$ cat config.mk
export PLATFORM = sky130hd
export DESIGN_NAME = rtc_timebase_flat
export DESIGN_NICKNAME = d
export VERILOG_FILES = /design/src/rtl/rtc_pkg.sv /design/src/rtl/rtc_timebase_if.sv /design/src/rtl/rtc_prescaler.sv /design/src/rtl/rtc_timebase.sv /design/src/flat_wrapper.sv
export SDC_FILE = /design/constraint.sdc
export NUM_CORES = 1
export LEC_CHECK = 0
export CAP_MARGIN = 20
export CORE_UTILIZATION = 35
export CTS_CLUSTER_DIAMETER = 200
export DETAILED_ROUTE_END_ITERATION = 10
export DONT_BUFFER_PORTS = 1
export MAX_ROUTING_LAYER = met4
export PLACE_DENSITY = 0.54
export SLEW_MARGIN = 0
export SYNTH_ARGS = -nofsm -noshare
export SYNTH_HDL_FRONTEND = slang
export SYNTH_SLANG_ARGS = --single-unit
$ cat constraint.sdc
create_clock -name clk -period 2.7 [get_ports clk]
set_clock_uncertainty 0.05 [all_clocks]
set_input_delay 0.405 -clock clk [delete_from_list [all_inputs] [get_ports clk]]
set_output_delay 0.405 -clock clk [all_outputs]
set_load 0.02 [all_outputs]
$ cat src/rtl/rtc_pkg.sv
// -----------------------------------------------------------------------------
// rtc_pkg
// Shared types and constants for the RTC timebase and the frame-timestamp
// logic. Field widths and per-field maximum values are defined here. The packed
// time struct is the timestamp format attached to extracted spectrogram frames.
// -----------------------------------------------------------------------------
package rtc_pkg;

    localparam int MS_W   = 10;
    localparam int SEC_W  = 6;
    localparam int MIN_W  = 6;
    localparam int HOUR_W = 5;
    localparam int DAY_W  = 5;

    localparam logic [MS_W-1:0]   MS_MAX   = 10'd999;
    localparam logic [SEC_W-1:0]  SEC_MAX  = 6'd59;
    localparam logic [MIN_W-1:0]  MIN_MAX  = 6'd59;
    localparam logic [HOUR_W-1:0] HOUR_MAX = 5'd23;

    typedef struct packed {
        logic [DAY_W-1:0]  day;
        logic [HOUR_W-1:0] hour;
        logic [MIN_W-1:0]  min;
        logic [SEC_W-1:0]  sec;
        logic [MS_W-1:0]   ms;
    } rtc_time_t;

    // A field above its legal maximum is replaced by zero. The day limit
    // depends on the period length, so the caller passes it in.
    function automatic rtc_time_t rtc_sanitize(input rtc_time_t t,
                                               input logic [DAY_W-1:0] day_last);
        rtc_time_t r;
        r = t;
        if (t.ms   > MS_MAX)   r.ms   = '0;
        if (t.sec  > SEC_MAX)  r.sec  = '0;
        if (t.min  > MIN_MAX)  r.min  = '0;
        if (t.hour > HOUR_MAX) r.hour = '0;
        if (t.day  > day_last) r.day  = '0;
        return r;
    endfunction

endpackage

$ cat src/rtl/rtc_timebase_if.sv
// -----------------------------------------------------------------------------
// rtc_timebase_if
// Control/status bundle of the RTC timebase.
//   master : drives run enable, time load, alarm programming and alarm clear;
//            observes the current time, tick, day_wrap and alarm_irq.
//   slave  : the timebase itself (opposite directions).
// -----------------------------------------------------------------------------
interface rtc_timebase_if;
    import rtc_pkg::*;

    // control
    logic              en;
    logic              load;
    logic [MS_W-1:0]   ld_ms;
    logic [SEC_W-1:0]  ld_sec;
    logic [MIN_W-1:0]  ld_min;
    logic [HOUR_W-1:0] ld_hour;
    logic [DAY_W-1:0]  ld_day;
    logic              alarm_wr;
    logic [SEC_W-1:0]  al_sec;
    logic [MIN_W-1:0]  al_min;
    logic [HOUR_W-1:0] al_hour;
    logic              alarm_clr;

    // status
    logic [MS_W-1:0]   millisec;
    logic [SEC_W-1:0]  sec;
    logic [MIN_W-1:0]  min;
    logic [HOUR_W-1:0] hour;
    logic [DAY_W-1:0]  day;
    logic              tick;
    logic              day_wrap;
    logic              alarm_irq;

    modport master (
        output en, load, ld_ms, ld_sec, ld_min, ld_hour, ld_day,
               alarm_wr, al_sec, al_min, al_hour, alarm_clr,
        input  millisec, sec, min, hour, day, tick, day_wrap, alarm_irq
    );

    modport slave (
        input  en, load, ld_ms, ld_sec, ld_min, ld_hour, ld_day,
               alarm_wr, al_sec, al_min, al_hour, alarm_clr,
        output millisec, sec, min, hour, day, tick, day_wrap, alarm_irq
    );

endinterface

$ cat src/rtl/rtc_prescaler.sv
// -----------------------------------------------------------------------------
// rtc_prescaler
// Divides the system clock down to the millisecond tick.
//   clk    : system clock, rising edge
//   rst_n  : asynchronous active-low reset
//   i_en   : 1 = count, 0 = freeze the prescale counter
//   i_clr  : restart the prescale period (time load)
//   o_tick : combinational, high in the enabled cycle that ends a period
// -----------------------------------------------------------------------------
module rtc_prescaler #(
    parameter int CLK_DIV = 1
) (
    input  logic clk,
    input  logic rst_n,
    input  logic i_en,
    input  logic i_clr,
    output logic o_tick
);

    // Keep at least one bit so CLK_DIV=1 still elaborates; the counter
    // then never leaves 0 and every enabled cycle is a tick.
    localparam int              PW   = (CLK_DIV > 1) ? $clog2(CLK_DIV) : 1;
    localparam logic [PW-1:0]   LAST = PW'(CLK_DIV - 1);

    logic [PW-1:0] r_pcnt;
    logic          w_last;

    assign w_last = (r_pcnt == LAST);
    assign o_tick = i_en & w_last;

    always_ff @(posedge clk or negedge rst_n) begin
        if (!rst_n) begin
            r_pcnt <= '0;
        end else if (i_clr) begin
            r_pcnt <= '0;
        end else if (i_en) begin
            r_pcnt <= w_last ? '0 : r_pcnt + PW'(1);
        end
    end

endmodule

$ cat src/rtl/rtc_timebase.sv
// -----------------------------------------------------------------------------
// rtc_timebase
// Real-time-clock timebase: ms/sec/min/hour/day counters driven by a clock
// prescaler, with synchronous time load, run/stop and an hh:mm:ss alarm.
//   clk   : system clock, rising edge
//   rst_n : asynchronous active-low reset
//   bus   : rtc_timebase_if.slave
//           in : en, load, ld_ms/sec/min/hour/day, alarm_wr,
//                al_sec/min/hour, alarm_clr
//           out: millisec, sec, min, hour, day, tick, day_wrap, alarm_irq
// Parameters: CLK_DIV (clk cycles per ms), DAYS (days per period, 2..32),
//             ALARM_EN (0 removes the alarm logic, alarm_irq reads 0).
// -----------------------------------------------------------------------------
module rtc_timebase
    import rtc_pkg::*;
#(
    parameter int CLK_DIV  = 1,
    parameter int DAYS     = 31,
    parameter int ALARM_EN = 1
) (
    input  logic          clk,
    input  logic          rst_n,
    rtc_timebase_if.slave bus
);

    localparam logic [DAY_W-1:0] DAY_LAST = DAY_W'(DAYS - 1);

    logic      w_tick_i;
    logic      w_adv;
    logic      w_ms_wrap, w_sec_wrap, w_min_wrap, w_hour_wrap, w_day_wrap;
    rtc_time_t r_time;
    rtc_time_t w_inc;
    rtc_time_t w_ld_time;
    rtc_time_t w_time_next;
    logic      r_tick;
    logic      r_day_wrap;

    rtc_prescaler #(
        .CLK_DIV (CLK_DIV)
    ) u_prescaler (
        .clk    (clk),
        .rst_n  (rst_n),
        .i_en   (bus.en),
        .i_clr  (bus.load),
        .o_tick (w_tick_i)
    );

    // A load in the same cycle swallows the tick.
    assign w_adv = w_tick_i & ~bus.load;

    // Carry chain: each wrap term means "this field and all below roll over".
    assign w_ms_wrap   = (r_time.ms == MS_MAX);
    assign w_sec_wrap  = w_ms_wrap   && (r_time.sec  == SEC_MAX);
    assign w_min_wrap  = w_sec_wrap  && (r_time.min  == MIN_MAX);
    assign w_hour_wrap = w_min_wrap  && (r_time.hour == HOUR_MAX);
    assign w_day_wrap  = w_hour_wrap && (r_time.day  == DAY_LAST);

    always_comb begin
        w_inc = r_time;
        w_inc.ms = w_ms_wrap ? '0 : r_time.ms + 1'b1;
        if (w_ms_wrap)   w_inc.sec  = w_sec_wrap  ? '0 : r_time.sec  + 1'b1;
        if (w_sec_wrap)  w_inc.min  = w_min_wrap  ? '0 : r_time.min  + 1'b1;
        if (w_min_wrap)  w_inc.hour = w_hour_wrap ? '0 : r_time.hour + 1'b1;
        if (w_hour_wrap) w_inc.day  = w_day_wrap  ? '0 : r_time.day  + 1'b1;
    end

    assign w_ld_time = rtc_sanitize('{day:  bus.ld_day,  hour: bus.ld_hour,
                                      min:  bus.ld_min,  sec:  bus.ld_sec,
                                      ms:   bus.ld_ms}, DAY_LAST);

    always_comb begin
        w_time_next = r_time;
        if (bus.load)      w_time_next = w_ld_time;
        else if (w_tick_i) w_time_next = w_inc;
    end

    always_ff @(posedge clk or negedge rst_n) begin
        if (!rst_n) begin
            r_time     <= '0;
            r_tick     <= 1'b0;
            r_day_wrap <= 1'b0;
        end else begin
            r_time     <= w_time_next;
            r_tick     <= w_adv;
            r_day_wrap <= w_adv & w_day_wrap;
        end
    end

    assign bus.millisec = r_time.ms;
    assign bus.sec      = r_time.sec;
    assign bus.min      = r_time.min;
    assign bus.hour     = r_time.hour;
    assign bus.day      = r_time.day;
    assign bus.tick     = r_tick;
    assign bus.day_wrap = r_day_wrap;

    generate
        if (ALARM_EN != 0) begin : g_alarm
            logic [SEC_W-1:0]  r_al_sec;
            logic [MIN_W-1:0]  r_al_min;
            logic [HOUR_W-1:0] r_al_hour;
            logic              r_armed;
            logic              r_irq;
            logic              w_event;
            logic              w_match;

            // Compare against the value about to be registered, so a match
            // is seen both when counting into the alarm time and when the
            // alarm time is loaded directly. alarm_wr in the same cycle
            // only updates the registers at the edge, so the old ones apply.
            assign w_event = bus.load | w_tick_i;
            assign w_match = r_armed && w_event
                          && (w_time_next.ms   == '0)
                          && (w_time_next.sec  == r_al_sec)
                          && (w_time_next.min  == r_al_min)
                          && (w_time_next.hour == r_al_hour);

            always_ff @(posedge clk or negedge rst_n) begin
                if (!rst_n) begin
                    r_al_sec  <= '0;
                    r_al_min  <= '0;
                    r_al_hour <= '0;
                    r_armed   <= 1'b0;
                    r_irq     <= 1'b0;
                end else begin
                    if (bus.alarm_wr) begin
                        r_al_sec  <= bus.al_sec;
                        r_al_min  <= bus.al_min;
                        r_al_hour <= bus.al_hour;
                        r_armed   <= 1'b1;
                    end
                    // set beats clear
                    if (w_match)            r_irq <= 1'b1;
                    else if (bus.alarm_clr) r_irq <= 1'b0;
                end
            end

            assign bus.alarm_irq = r_irq;
        end else begin : g_no_alarm
            assign bus.alarm_irq = 1'b0;
        end
    endgenerate

endmodule

$ cat src/flat_wrapper.sv
// flat-port wrapper written by rule: the top's interface ports become plain ports
module rtc_timebase_flat import rtc_pkg::*;
#(
    parameter int CLK_DIV  = 1,
    parameter int DAYS     = 31,
    parameter int ALARM_EN = 1
)
  (clk, rst_n, bus_en, bus_load, bus_ld_ms, bus_ld_sec, bus_ld_min, bus_ld_hour, bus_ld_day, bus_alarm_wr, bus_al_sec, bus_al_min, bus_al_hour, bus_alarm_clr, bus_millisec, bus_sec, bus_min, bus_hour, bus_day, bus_tick, bus_day_wrap, bus_alarm_irq);
  rtc_timebase_if bus_i ();
  input  logic clk;
  input  logic rst_n;
  input wire logic [$bits(bus_i.en)-1:0] bus_en;
  input wire logic [$bits(bus_i.load)-1:0] bus_load;
  input wire logic [$bits(bus_i.ld_ms)-1:0] bus_ld_ms;
  input wire logic [$bits(bus_i.ld_sec)-1:0] bus_ld_sec;
  input wire logic [$bits(bus_i.ld_min)-1:0] bus_ld_min;
  input wire logic [$bits(bus_i.ld_hour)-1:0] bus_ld_hour;
  input wire logic [$bits(bus_i.ld_day)-1:0] bus_ld_day;
  input wire logic [$bits(bus_i.alarm_wr)-1:0] bus_alarm_wr;
  input wire logic [$bits(bus_i.al_sec)-1:0] bus_al_sec;
  input wire logic [$bits(bus_i.al_min)-1:0] bus_al_min;
  input wire logic [$bits(bus_i.al_hour)-1:0] bus_al_hour;
  input wire logic [$bits(bus_i.alarm_clr)-1:0] bus_alarm_clr;
  output wire logic [$bits(bus_i.millisec)-1:0] bus_millisec;
  output wire logic [$bits(bus_i.sec)-1:0] bus_sec;
  output wire logic [$bits(bus_i.min)-1:0] bus_min;
  output wire logic [$bits(bus_i.hour)-1:0] bus_hour;
  output wire logic [$bits(bus_i.day)-1:0] bus_day;
  output wire logic [$bits(bus_i.tick)-1:0] bus_tick;
  output wire logic [$bits(bus_i.day_wrap)-1:0] bus_day_wrap;
  output wire logic [$bits(bus_i.alarm_irq)-1:0] bus_alarm_irq;
  assign bus_i.en = bus_en;
  assign bus_i.load = bus_load;
  assign bus_i.ld_ms = bus_ld_ms;
  assign bus_i.ld_sec = bus_ld_sec;
  assign bus_i.ld_min = bus_ld_min;
  assign bus_i.ld_hour = bus_ld_hour;
  assign bus_i.ld_day = bus_ld_day;
  assign bus_i.alarm_wr = bus_alarm_wr;
  assign bus_i.al_sec = bus_al_sec;
  assign bus_i.al_min = bus_al_min;
  assign bus_i.al_hour = bus_al_hour;
  assign bus_i.alarm_clr = bus_alarm_clr;
  assign bus_millisec = bus_i.millisec;
  assign bus_sec = bus_i.sec;
  assign bus_min = bus_i.min;
  assign bus_hour = bus_i.hour;
  assign bus_day = bus_i.day;
  assign bus_tick = bus_i.tick;
  assign bus_day_wrap = bus_i.day_wrap;
  assign bus_alarm_irq = bus_i.alarm_irq;
  rtc_timebase #(.CLK_DIV(CLK_DIV), .DAYS(DAYS), .ALARM_EN(ALARM_EN)) u_core (.clk(clk), .rst_n(rst_n), .bus(bus_i));
endmodule
# After elaboration in Yosys (flattened, before gate mapping)
# Index checks and enable logic that the tools add are counted.
dict set report classes {
  bitwise 6
  magnitude_cmp 5
  muxes 21
  addsub 6
  reduce_logical 15
  eq_ne 8
}
# op count
set ops {}
lappend ops {{2-to-1 mux 32 bit} 2}
lappend ops {{2-to-1 mux 6 bit} 6}
lappend ops {{2-to-1 mux 5 bit} 6}
lappend ops {{2-to-1 mux 10 bit} 2}
lappend ops {{adder 6 x 1 -> 6 bit, second input constant} 2}
lappend ops {{== test 6 bit} 2}
lappend ops {{== test 6 bit, second input constant} 2}
lappend ops {{> comparator 6 bit, second input constant} 2}
lappend ops {{adder 10 x 1 -> 10 bit, second input constant} 1}
lappend ops {{adder 5 x 1 -> 5 bit, second input constant} 2}
lappend ops {{== test 10 bit, second input constant} 1}
lappend ops {{== test 5 bit, second input constant} 2}
lappend ops {{> comparator 10 bit, second input constant} 1}
lappend ops {{> comparator 5 bit, second input constant} 2}
lappend ops {{logical NOT 10 bit} 1}
lappend ops {{logical AND 1 bit} 9}
lappend ops {{nonzero test 2 bit} 4}
lappend ops {{== test 5 bit} 1}
lappend ops {{2-to-1 mux 1 bit} 5}
lappend ops {{AND 1 bit} 3}
lappend ops {{inverter 1 bit} 2}
lappend ops {{AND reduction 2 bit} 1}
lappend ops {{adder 1 bit, second input constant} 1}
lappend ops {{bitwise OR 1 bit} 1}
dict set report totals {
  register_bits 54
  output_inout_bits 35
  input_bits 55
}

# Longest topological paths before layout
# Gate-level depths: netlist (run 1).
dict set report logic_depth {
  ltp_word 15
  depth_mapped 11
  ltp_nobuf 10
}

# Modules after synthesis
# Synthesis (run 1) repeated with hierarchy kept, for this count alone.
dict set report unflattened {
  cells_unflattened 382
  hier_area_um2 3474.6
}
# module cells_each area_per_inst_um2 instances
set by_module_without_submodules {}
lappend by_module_without_submodules {rtc_timebase 381 3467.1 1}
lappend by_module_without_submodules {rtc_prescaler 1 7.5 1}

# Least setup slack after synthesis (run 1)
# No wires, ideal clock.
dict set report synth_timing {
  path_kind {reg-to-reg}
  start {register u_core.r_time, in the netlist u_core.bus.sec[0]}
  end {register u_core.g_alarm.r_irq, in the netlist u_core.bus.alarm_irq}
  period_less_slack_ns 2.632
  slack_ns 0.068
  stages_incl_launch_ff 11
  n_path_buf 1
  setup_time_ns 0.066
  arrival_time_ns 2.516
  cell_sequence {dfrtp_1 -> ha_1 -> nand2b_1 -> nor4_2 -> buf_2 -> nand4_1 -> o21a_1 -> a32o_1 -> a2111oi_0 -> and4_1 -> a31o_1}
}
dict set report synth_between {
  elab_chain_len 11
  elab_cells_between_ends 21
  cone_classes {1 x add/sub; 4 x eq/ne; 9 x mux; 7 x reduce/logical}
}
# element line_no
set synth_rtl {}
lappend synth_rtl {{start, declared} rtc_timebase.sv:31} ;# rtc_time_t r_time;
lappend synth_rtl {{start signal, assigned} rtc_timebase.sv:83} ;# r_time <= w_time_next;
lappend synth_rtl {{branches (longest 4 deep; another with adder 6 x 1 -> 6 bit)} --}
lappend synth_rtl {{2-to-1 mux 32 bit *} rtc_timebase.sv:74} ;# else if (w_tick_i) w_time_next = w_inc;
lappend synth_rtl {{2-to-1 mux 32 bit *} rtc_timebase.sv:73} ;# if (bus.load) w_time_next = w_ld_time;
lappend synth_rtl {{== test 6 bit, or another cell as far along} rtc_timebase.sv:114} ;# && (w_time_next.sec == r_al_sec)
lappend synth_rtl {{logical AND 1 bit, or another cell as far along} rtc_timebase.sv:114}
lappend synth_rtl {{logical AND 1 bit or == test 5 bit (tied branches)} {rtc_timebase.sv:115, rtc_timebase.sv:116}}
lappend synth_rtl {{logical AND 1 bit *} rtc_timebase.sv:116} ;# && (w_time_next.hour == r_al_hour);
lappend synth_rtl {{2-to-1 mux 1 bit or nonzero test 2 bit (tied branches)} --}
lappend synth_rtl {{end signal, assigned} rtc_timebase.sv:124} ;# r_irq <= 1'b0;
lappend synth_rtl {{end signal, assigned} rtc_timebase.sv:133} ;# if (w_match) r_irq <= 1'b1;
lappend synth_rtl {{end signal, assigned} rtc_timebase.sv:134} ;# else if (bus.alarm_clr) r_irq <= 1'b0;
lappend synth_rtl {{end, declared} rtc_timebase.sv:103} ;# logic r_irq;
# Mark *: on every way between the ends. The select of a mux whose other input is x is not followed.
# A chain may end at the register's enable or synchronous reset.

# Worst setup path in the final report (run 1)
dict set report layout_timing {
  start {register u_core.r_time, in the netlist u_core.bus.millisec[1]}
  end {register u_core.g_alarm.r_irq, in the netlist u_core.bus.alarm_irq}
}
dict set report layout_between {
  elab_chain_len 11
  elab_cells_between_ends 24
  cone_classes {1 x add/sub; 4 x eq/ne; 10 x mux; 9 x reduce/logical}
}
# element line_no
set layout_rtl {}
lappend layout_rtl {{branches (longest 4 deep; another with adder 10 x 1 -> 10 bit)} --}
lappend layout_rtl {{2-to-1 mux 32 bit *} rtc_timebase.sv:74}
lappend layout_rtl {{2-to-1 mux 32 bit *} rtc_timebase.sv:73}
lappend layout_rtl {{== test 6 bit, or another cell as far along} rtc_timebase.sv:114}
lappend layout_rtl {{logical AND 1 bit, or another cell as far along} rtc_timebase.sv:114}
lappend layout_rtl {{logical AND 1 bit or == test 5 bit (tied branches)} {rtc_timebase.sv:115, rtc_timebase.sv:116}}
lappend layout_rtl {{logical AND 1 bit *} rtc_timebase.sv:116}
lappend layout_rtl {{2-to-1 mux 1 bit or nonzero test 2 bit (tied branches)} --}
# Marks and branches as above.

==> results of run 1 <==
[synth_stat cells (all sizes together), types with 10 or more instances]
library cell / number
nand4: 10
nor3: 10
nor2: 16
mux2: 15
a21oi: 26
o21ai: 33
inv: 14
xnor2: 11
nand3: 23
xor2: 12
nand2: 38
dfrtp: 53
[how the worst max path moves through the flow]
stage / from / cells past startpoint / slack [ns] / endpoint
2_1_floorplan: u_core.bus.sec[0]$_DFF_PN0_ / 10 / 0.07 / u_core.bus.alarm_irq$_DFFE_PN0P_
4_1_cts: u_core.bus.millisec[0]$_DFF_PN0_ / 9 / 0.004 / u_core.bus.alarm_irq$_DFFE_PN0P_
6_report: u_core.bus.millisec[1]$_DFF_PN0_ / 10 / 0.10 / u_core.bus.alarm_irq$_DFFE_PN0P_
3_5_place_dp: u_core.bus.millisec[1]$_DFF_PN0_ / 10 / -0.16 / u_core.bus.alarm_irq$_DFFE_PN0P_
3_3_place_gp: u_core.bus.millisec[0]$_DFF_PN0_ / 10 / -0.12 / u_core.bus.alarm_irq$_DFFE_PN0P_
5_1_grt: u_core.bus.millisec[1]$_DFF_PN0_ / 9 / 0.004 / u_core.bus.alarm_irq$_DFFE_PN0P_
[where the power goes]
| group | leakage [nW] | switching [mW] | internal (mW) |
|---|---|---|---|
| combinational | 1.06 | 0.311 | 0.244 |
| sequential | 0.638 | 0.0986 | 0.868 |
| clock | 0.0585 | 0.281 | 0.303 |
[worst reg2reg max path, stage by stage (launching register included)]
cell	delay, ns
dfrtp_1	0.43
ha_4	0.18
nand3b_4	0.11
nor4_4	0.36
buf_6	0.21
and3_1	0.21
xnor3_1	0.22
a31oi_1	0.28
a21oi_1	0.06
and4_1	0.20
a31o_1	0.17
[cell usage in the layout (no fill, tap or decap), types with 4 or more instances in the layout]
cell type,n
buf_4,47
xor2_1,12
o21ai_0,29
dfrtp_1,53
mux2_2,14
nand2_1,38
nor4_1,4
inv_1,12
or3_1,4
and3_1,7
nand3b_1,4
nand4_1,7
nor3_1,9
a21oi_1,25
nor2_1,15
a22o_1,4
nand3_1,22
o211ai_1,4
nor2b_1,5
a31oi_1,7
xnor2_1,11
mux2i_1,6
clkbuf_8,6
[repair_timing]
item / 4_1_cts / 5_1_grt
pin swaps: 0 / 11
gates resized for setup: 4 / 23
setup endpoints to repair: 1 / 1
buffers inserted: 0 / 5
hold buffers: 2 / 0
hold endpoints to repair: 53 / 0
gates cloned: 0 / 1
[registers in the layout, summed over array words and instances (netlist names), 5 cells and up]
signal	cells
u_core.bus.day	5
u_core.bus.hour	5
u_core.bus.millisec	10
u_core.bus.min	6
u_core.bus.sec	6
u_core.g_alarm.r_al_hour	5
u_core.g_alarm.r_al_min	6
u_core.g_alarm.r_al_sec	6
[per-layer routing]
| layer | GRT usage | vias up | routed length [um] |
|---|---|---|---|
| li1 | - | 1530 | - |
| met1 | 0.266 | 1544 | 4720 |
| met2 | 0.329 | 123 | 5030 |
| met3 | 0.0458 | 14 | 858 |
| met4 | 0.0549 | 0 | 161 |
| met5 | - | - | 0 |
[area by class of cell]
cell class | count | share of cell area
multi-input combinational | 306 | 0.512
timing repair buffer | 52 | 0.0993
inverter | 14 | 0.0123
sequential | 53 | 0.310
tap | 133 | 0.0390
clock buffer | 7 | 0.0202
clock inverter | 1 | 0.00703
[kinds of logic after synthesis]
group / share of synthesized area
simple gates: 0.254
compound gates: 0.183
flops: 0.379
buf+inv: 0.0326
xor+xnor: 0.0641
mux: 0.0655
fa+ha+maj: 0.0215
==> key figures, run 1 <==
Global routing
  • Total gr overflow: 0
  • First-pass GRT wire length: 15.8 mm
  • GRT Total Usage: 0.207
  • Initial antenna violation count: 0
  • Vias in the first global route: ~3,000
  • Pin count of the biggest net entering global routing: 54

Timing
  • Period utilisation layout: 0.962
  • Worst hold slack: about 0.13 ns
  • Worst-Margin Slew: 0.614 ns
  • Setup_tns: 0 ns
  • Period minus WS final: 2.60 ns
  • Post-route setup slack: 0.102 ns
  • RSZ-0062 raised after global routing: false
  • Fin. Hold Viols: 0
  • # setup viols final: 0
  • Final Max Tran Viols: 0
  • Max Freq: 385 MHz
  • Rel. slew slack: 0.586

Finish
  • Fin nets: 493
  • Post-route cell area: 4270 um2
  • Flip-flop and latch area: 1330 um2
  • Core Util, Final: 0.439
  • Layout cells sized above 1: 0.249
  • Synth-to-layout area growth: 22.2%
  • Layout fillers: 1,004
  • Area of the multi-input gates: 2190 um2
  • Ant. Diodes: 0
  • Fin cells: 566

Power
  • PwrDens: 493 nW/um2
  • Peak VDD IR: 227 uV
  • LEAKAGE: 1.76 nW
  • Total power draw: 2.10 mW

Worst setup path
  • Worst EP arrival: 2.76 ns
  • Setup Crit Path Kind: reg2reg
  • CP top delay family: simple AND/OR/NAND/NOR gates
  • R2r worst-path depth: 10
  • RR Endpoint: u_core.bus.alarm_irq$_DFFE_PN0P_
  • Setup slack, reg-to-reg: 0.10 ns
  • Worst R2R Start: u_core.bus.millisec[1]$_DFF_PN0_
  • Bufs and invs on worst path: 1
  • CP max-delay cell: dfrtp_1
  • Worst-path fanout max: 13
  • Critical Path Source Type: flip-flop
  • CP required: between 2 and 3 ns
  • CP max stage delay: 0.43 ns
  • Worst setup EP type: flip-flop
  • Crit path cell chain: ha_4, nand3b_4, nor4_4, buf_6, and3_1, xnor3_1, a31oi_1, a21oi_1, and4_1, a31o_1

Synthesis
  • Biggest area consumer among synthesized cells: dfrtp_1
  • Synth top area cells: dfrtp_1 (38%), mux2_2 (4.5%), o21ai_0 (4.2%), nand2_1 (4.1%), a21oi_1 (3.7%)
  • Synth top area share: 0.379
  • Syn Nets: 447
  • Mapped cell area: 3500 um2
  • Post-synth EDFFs: 0
  • Post-synthesis async set-or-reset flop share: 1.00
  • Synth Area per Inst: 9.06 um2
  • Main synth FF type: dfrtp_1
  • Part of the Yosys area used for sequential elements: 0.379
  • Seq cells post-synth: 53
  • Netlist cell types: 64
  • Syn. warnings: 0
  • Mapped Cells: slightly below 400

Clock tree
  • Worst skew pair latency: approximately 0.32 ns
  • Cts bufs inserted: 5
  • Register clock-pin slew on the reported worst setup and hold paths: approximately 0.1 ns
  • H-tree levels: 2
  • Clk root buf: clkbuf_8
  • CTS sink cnt: 53
  • CTS tree: yes
  • Clk buf depth: 2

Worst hold path
  • Hold crit path type: in2reg
  • Worst Hold Launch: bus_alarm_wr
  • End of the worst hold path: u_core.g_alarm.r_al_hour[4]$_DFFE_PN0P_
  • Hold-critical path depth: 1

Floorplan
  • Rows: 36
  • Die W: 102 um
  • Chip height: 102 um
  • Initial Util: 0.359
  • Die area: 10,400 um2
  • I/O pin count: 90
  • Placeable Area: 9730 um2

Drt
  • TritonRoute pass-1 iters: 5
  • Routed via count: 3,211
  • Final ANT Viol Nets: 0
  • DRT iter0 DRCs: around 150
  • Total Wirelength: about 11 mm
  • Vias per cell: 5.67
  • Routed length per instance: 19.0 um
  • DRC: 0

Status
  • Status: finished clean

Place
  • Dpl hpwl: 7.96 mm
  • Port Buf Inserts: 0
  • RePlAce Congestion: 0.870
  • Placed cell area: between 3000 and 4000 um2
  • DP Worst Slack: -0.162 ns
  • Placed insts: 550

Run
  • Max-cap violations: 0
(Power assumes the default switching activity.)
==> run 2: changes to the inputs <==
--- a/config.mk
+++ b/config.mk
@@ -15,4 +15,5 @@
 export SLEW_MARGIN = 0
 export SYNTH_ARGS = -nofsm -noshare
 export SYNTH_HDL_FRONTEND = slang
+export SYNTH_HIERARCHICAL = 1
 export SYNTH_SLANG_ARGS = --single-unit
==> run 2 against run 1 <==
Compared with the run above:
- the run now ends with negative setup slack left
- hold slack got worse by 0.022 ns
- maximum frequency shrank 13%
- clock power is 1% higher
- sequential power shrank 0.9%
- sequential share of layout area is 0.11 points lower
- clock-buffer cell count is 1 lower
- global-route usage grew 1.8 points
- flip-flop and latch count did not move
- register-to-register slack got worse by 0.38 ns
- highest routed layer unchanged
==> key figures, run 2 <==
Synthesis
  • Biggest area consumer among synthesized cells: dfrtp_1
  • Synth top area cells: dfrtp_1 (38%), mux2_2 (5.8%), nand2_1 (5.0%), o21ai_0 (4.2%), xnor2_1 (3.8%)
  • Post-synth EDFFs: 0
  • Most numerous cell in the Yosys netlist: dfrtp_1
  • Seq cells post-synth: 53
  • Part of the Yosys area used for sequential elements: 0.382
  • Syn Nets: 443
  • Netlist cell types: between 60 and 70
  • Synth Area per Inst: roughly 9.1 um2
  • Synth top area share: 0.382
  • Post-synthesis async set-or-reset flop share: 1.00
  • Mapped Cells: between 300 and 400
  • Mapped cell area: approximately 3500 um2
  • Syn. warnings: 6
  • Most frequent cells after synthesis: dfrtp_1 (53), nand2_1 (46), o21ai_0 (29)
  • Main synth FF type: dfrtp_1

Floorplan
  • Placeable Area: about 9400 um2
  • Chip height: a little over 100 um
  • Die W: 102 um
  • Die area: ~10,000 um2
  • Initial Util: 0.369
  • I/O pin count: 90
  • Rows: 35

Clock tree
  • CTS sink cnt: between 50 and 60
  • Worst skew pair latency: 0.32 ns
  • Clk buf depth: 2
  • Cts bufs inserted: 5
  • Clk root buf: clkbuf_8
  • Register clock-pin slew on the reported worst setup and hold paths: 0.11 ns
  • CTS tree: yes
  • H-tree levels: 2

Worst hold path
  • Hold crit path type: in2reg
  • End of the worst hold path: u_core/bus.min[2]$_DFF_PN0_
  • Hold-critical path depth: 1
  • Worst Hold Launch: bus_load

Drt
  • Routed length per instance: about 19 um
  • DRT iter0 DRCs: 178
  • Final ANT Viol Nets: 0
  • TritonRoute pass-1 iters: 4
  • Routed via count: about 3,300
  • Vias per cell: 5.58
  • DRC: 0
  • Total Wirelength: 10.9 mm

Timing
  • Worst-Margin Slew: 0.554 ns
  • Final Max Tran Viols: 0
  • Worst hold slack: 0.104 ns
  • Post-route setup slack: -0.274 ns
  • Fin. Hold Viols: 0
  • Period minus WS final: between 2 and 3 ns
  • RSZ-0062 raised after global routing: true
  • # setup viols final: 1
  • Rel. slew slack: 0.631
  • Max Freq: 336 MHz
  • Period utilisation layout: 1.10

Power
  • Total power draw: 2.12 mW
  • LEAKAGE: 1.76 nW
  • Peak VDD IR: 203 uV
  • PwrDens: 494 nW/um2

Finish
  • Layout cells sized above 1: 0.256
  • Max reg flops: 10
  • Ant. Diodes: 0
  • Commonest non-fill, non-tap cell in the layout: buf_4
  • Post-route cell area: roughly 4300 um2
  • Fin nets: 514
  • Most frequent cells in the layout: buf_4 (74), dfrtp_1 (51), nand2_1 (46)
  • Synth-to-layout area growth: 23.6%

Status
  • Failing checks: negative setup slack
  • Status: finished with violations

Global routing
  • Total gr overflow: 0
  • Vias in the first global route: 3,230
  • First-pass GRT wire length: ~17 mm
  • GRT Total Usage: 0.225
  • Pin count of the biggest net entering global routing: 54
  • Initial antenna violation count: 0

Worst setup path
  • R2r worst-path depth: 10
  • Setup Crit Path Kind: reg2reg
  • Worst R2R Start: u_core/bus.millisec[1]$_DFF_PN0_
  • Worst EP arrival: 3.15 ns
  • CP required: 2.88 ns
  • Worst setup EP type: flip-flop
  • RR Endpoint: u_core/bus.alarm_irq$_DFFE_PN0P_
  • Setup slack, reg-to-reg: -0.27 ns
  • Critical Path Source Type: flip-flop
  • Worst-path fanout max: 5

Place
  • Placed cell area: 4120 um2
  • RePlAce Congestion: ~0.9
  • Dpl hpwl: roughly 8.5 mm
  • Port Buf Inserts: 0

Run
  • Max-cap violations: 0
==> run 2: how the worst max path moves through the flow <==
stage	start	end	slack [ns]	depth (start not counted)
4_1_cts	u_core/bus.millisec[1]$_DFF_PN0_	u_core/bus.alarm_irq$_DFFE_PN0P_	-0.29	10
3_5_place_dp	u_core/bus.millisec[1]$_DFF_PN0_	u_core/bus.alarm_irq$_DFFE_PN0P_	-0.33	9
5_1_grt	u_core/bus.millisec[1]$_DFF_PN0_	u_core/bus.alarm_irq$_DFFE_PN0P_	-0.44	10
3_3_place_gp	u_core/bus.millisec[1]$_DFF_PN0_	u_core/bus.alarm_irq$_DFFE_PN0P_	-0.25	9
6_report	u_core/bus.millisec[1]$_DFF_PN0_	u_core/bus.alarm_irq$_DFFE_PN0P_	-0.27	10
2_1_floorplan	u_core/bus.millisec[0]$_DFF_PN0_	u_core/bus.alarm_irq$_DFFE_PN0P_	-0.27	9
==> run 2: kinds of logic (layout without fill, tap and decap cells) <==
group	count (synthesis)	after routing	synth area share
AO/OA/AOI/OAI	93	93	0.176
AND/OR/NAND/NOR	161	161	0.250
buffers and inverters	19	91	0.0288
multiplexers	24	24	0.0756
adder cells (fa/ha/maj)	6	6	0.0216
flip-flops	53	53	0.382
XOR/XNOR	26	26	0.0655
==> run 2: timing repair <==
item	CTS	global route
gates resized for setup	1	1
setup buffers	2	0
pin swaps	1	0
endpoints found under the setup margin	3	4
hold buffers	2	0
hold endpoints to repair	53	0
==> run 2: area by class of cell <==
type                       instances  area (um2)
clock buffer                       6        82.6
tap                              129         161
timing repair buffer              76         593
multi-input combinational        310        2070
clock inverter                     2        37.5
sequential                        53        1330
inverter                           7        26.3
fill                             919        5120
==> run 2: per-layer routing <==
layer  track usage  vias to the layer above  part of all wire  wire [um]
met5             -                        -                 0          0
met1         0.290                     1547              0.45       4850
met4        0.0658                        0             0.019        206
met2         0.344                      112              0.45       4940
met3        0.0614                       18             0.080        873
li1              -                     1575                 -          -
==> run 2: stage by stage <==
| step | util | std cells | TNS, ns | setup slack [ns] |
|---|---|---|---|---|
| finish | 0.456 | 583 | -0.274 | -0.274 |
| floorplan | - | 382 | -0.266 | -0.266 |
| global route | 0.456 | 583 | -0.435 | -0.435 |
| CTS | 0.456 | 583 | -0.286 | -0.286 |
| detailed placement | 0.437 | 571 | -0.351 | -0.335 |
| global placement | 0.437 | 571 | -0.253 | -0.253 |
==> run 2: power by group <==
part	internal, mW	total, mW	switching, mW
combinational	0.260	0.571	0.311
sequential	0.869	0.957	0.0886
clock	0.302	0.592	0.289
==> run 2: critical path, cell delays in order, from the launching register on <==
cell and delay, ns:
dfrtp_2 0.40, ha_4 0.14, or3b_4 0.39, nor4_4 0.26
buf_4 0.18, a31oi_1 0.08, o31a_1 0.33, xor2_1 0.16
a211o_1 0.21, or4b_1 0.48, o31ai_1 0.19
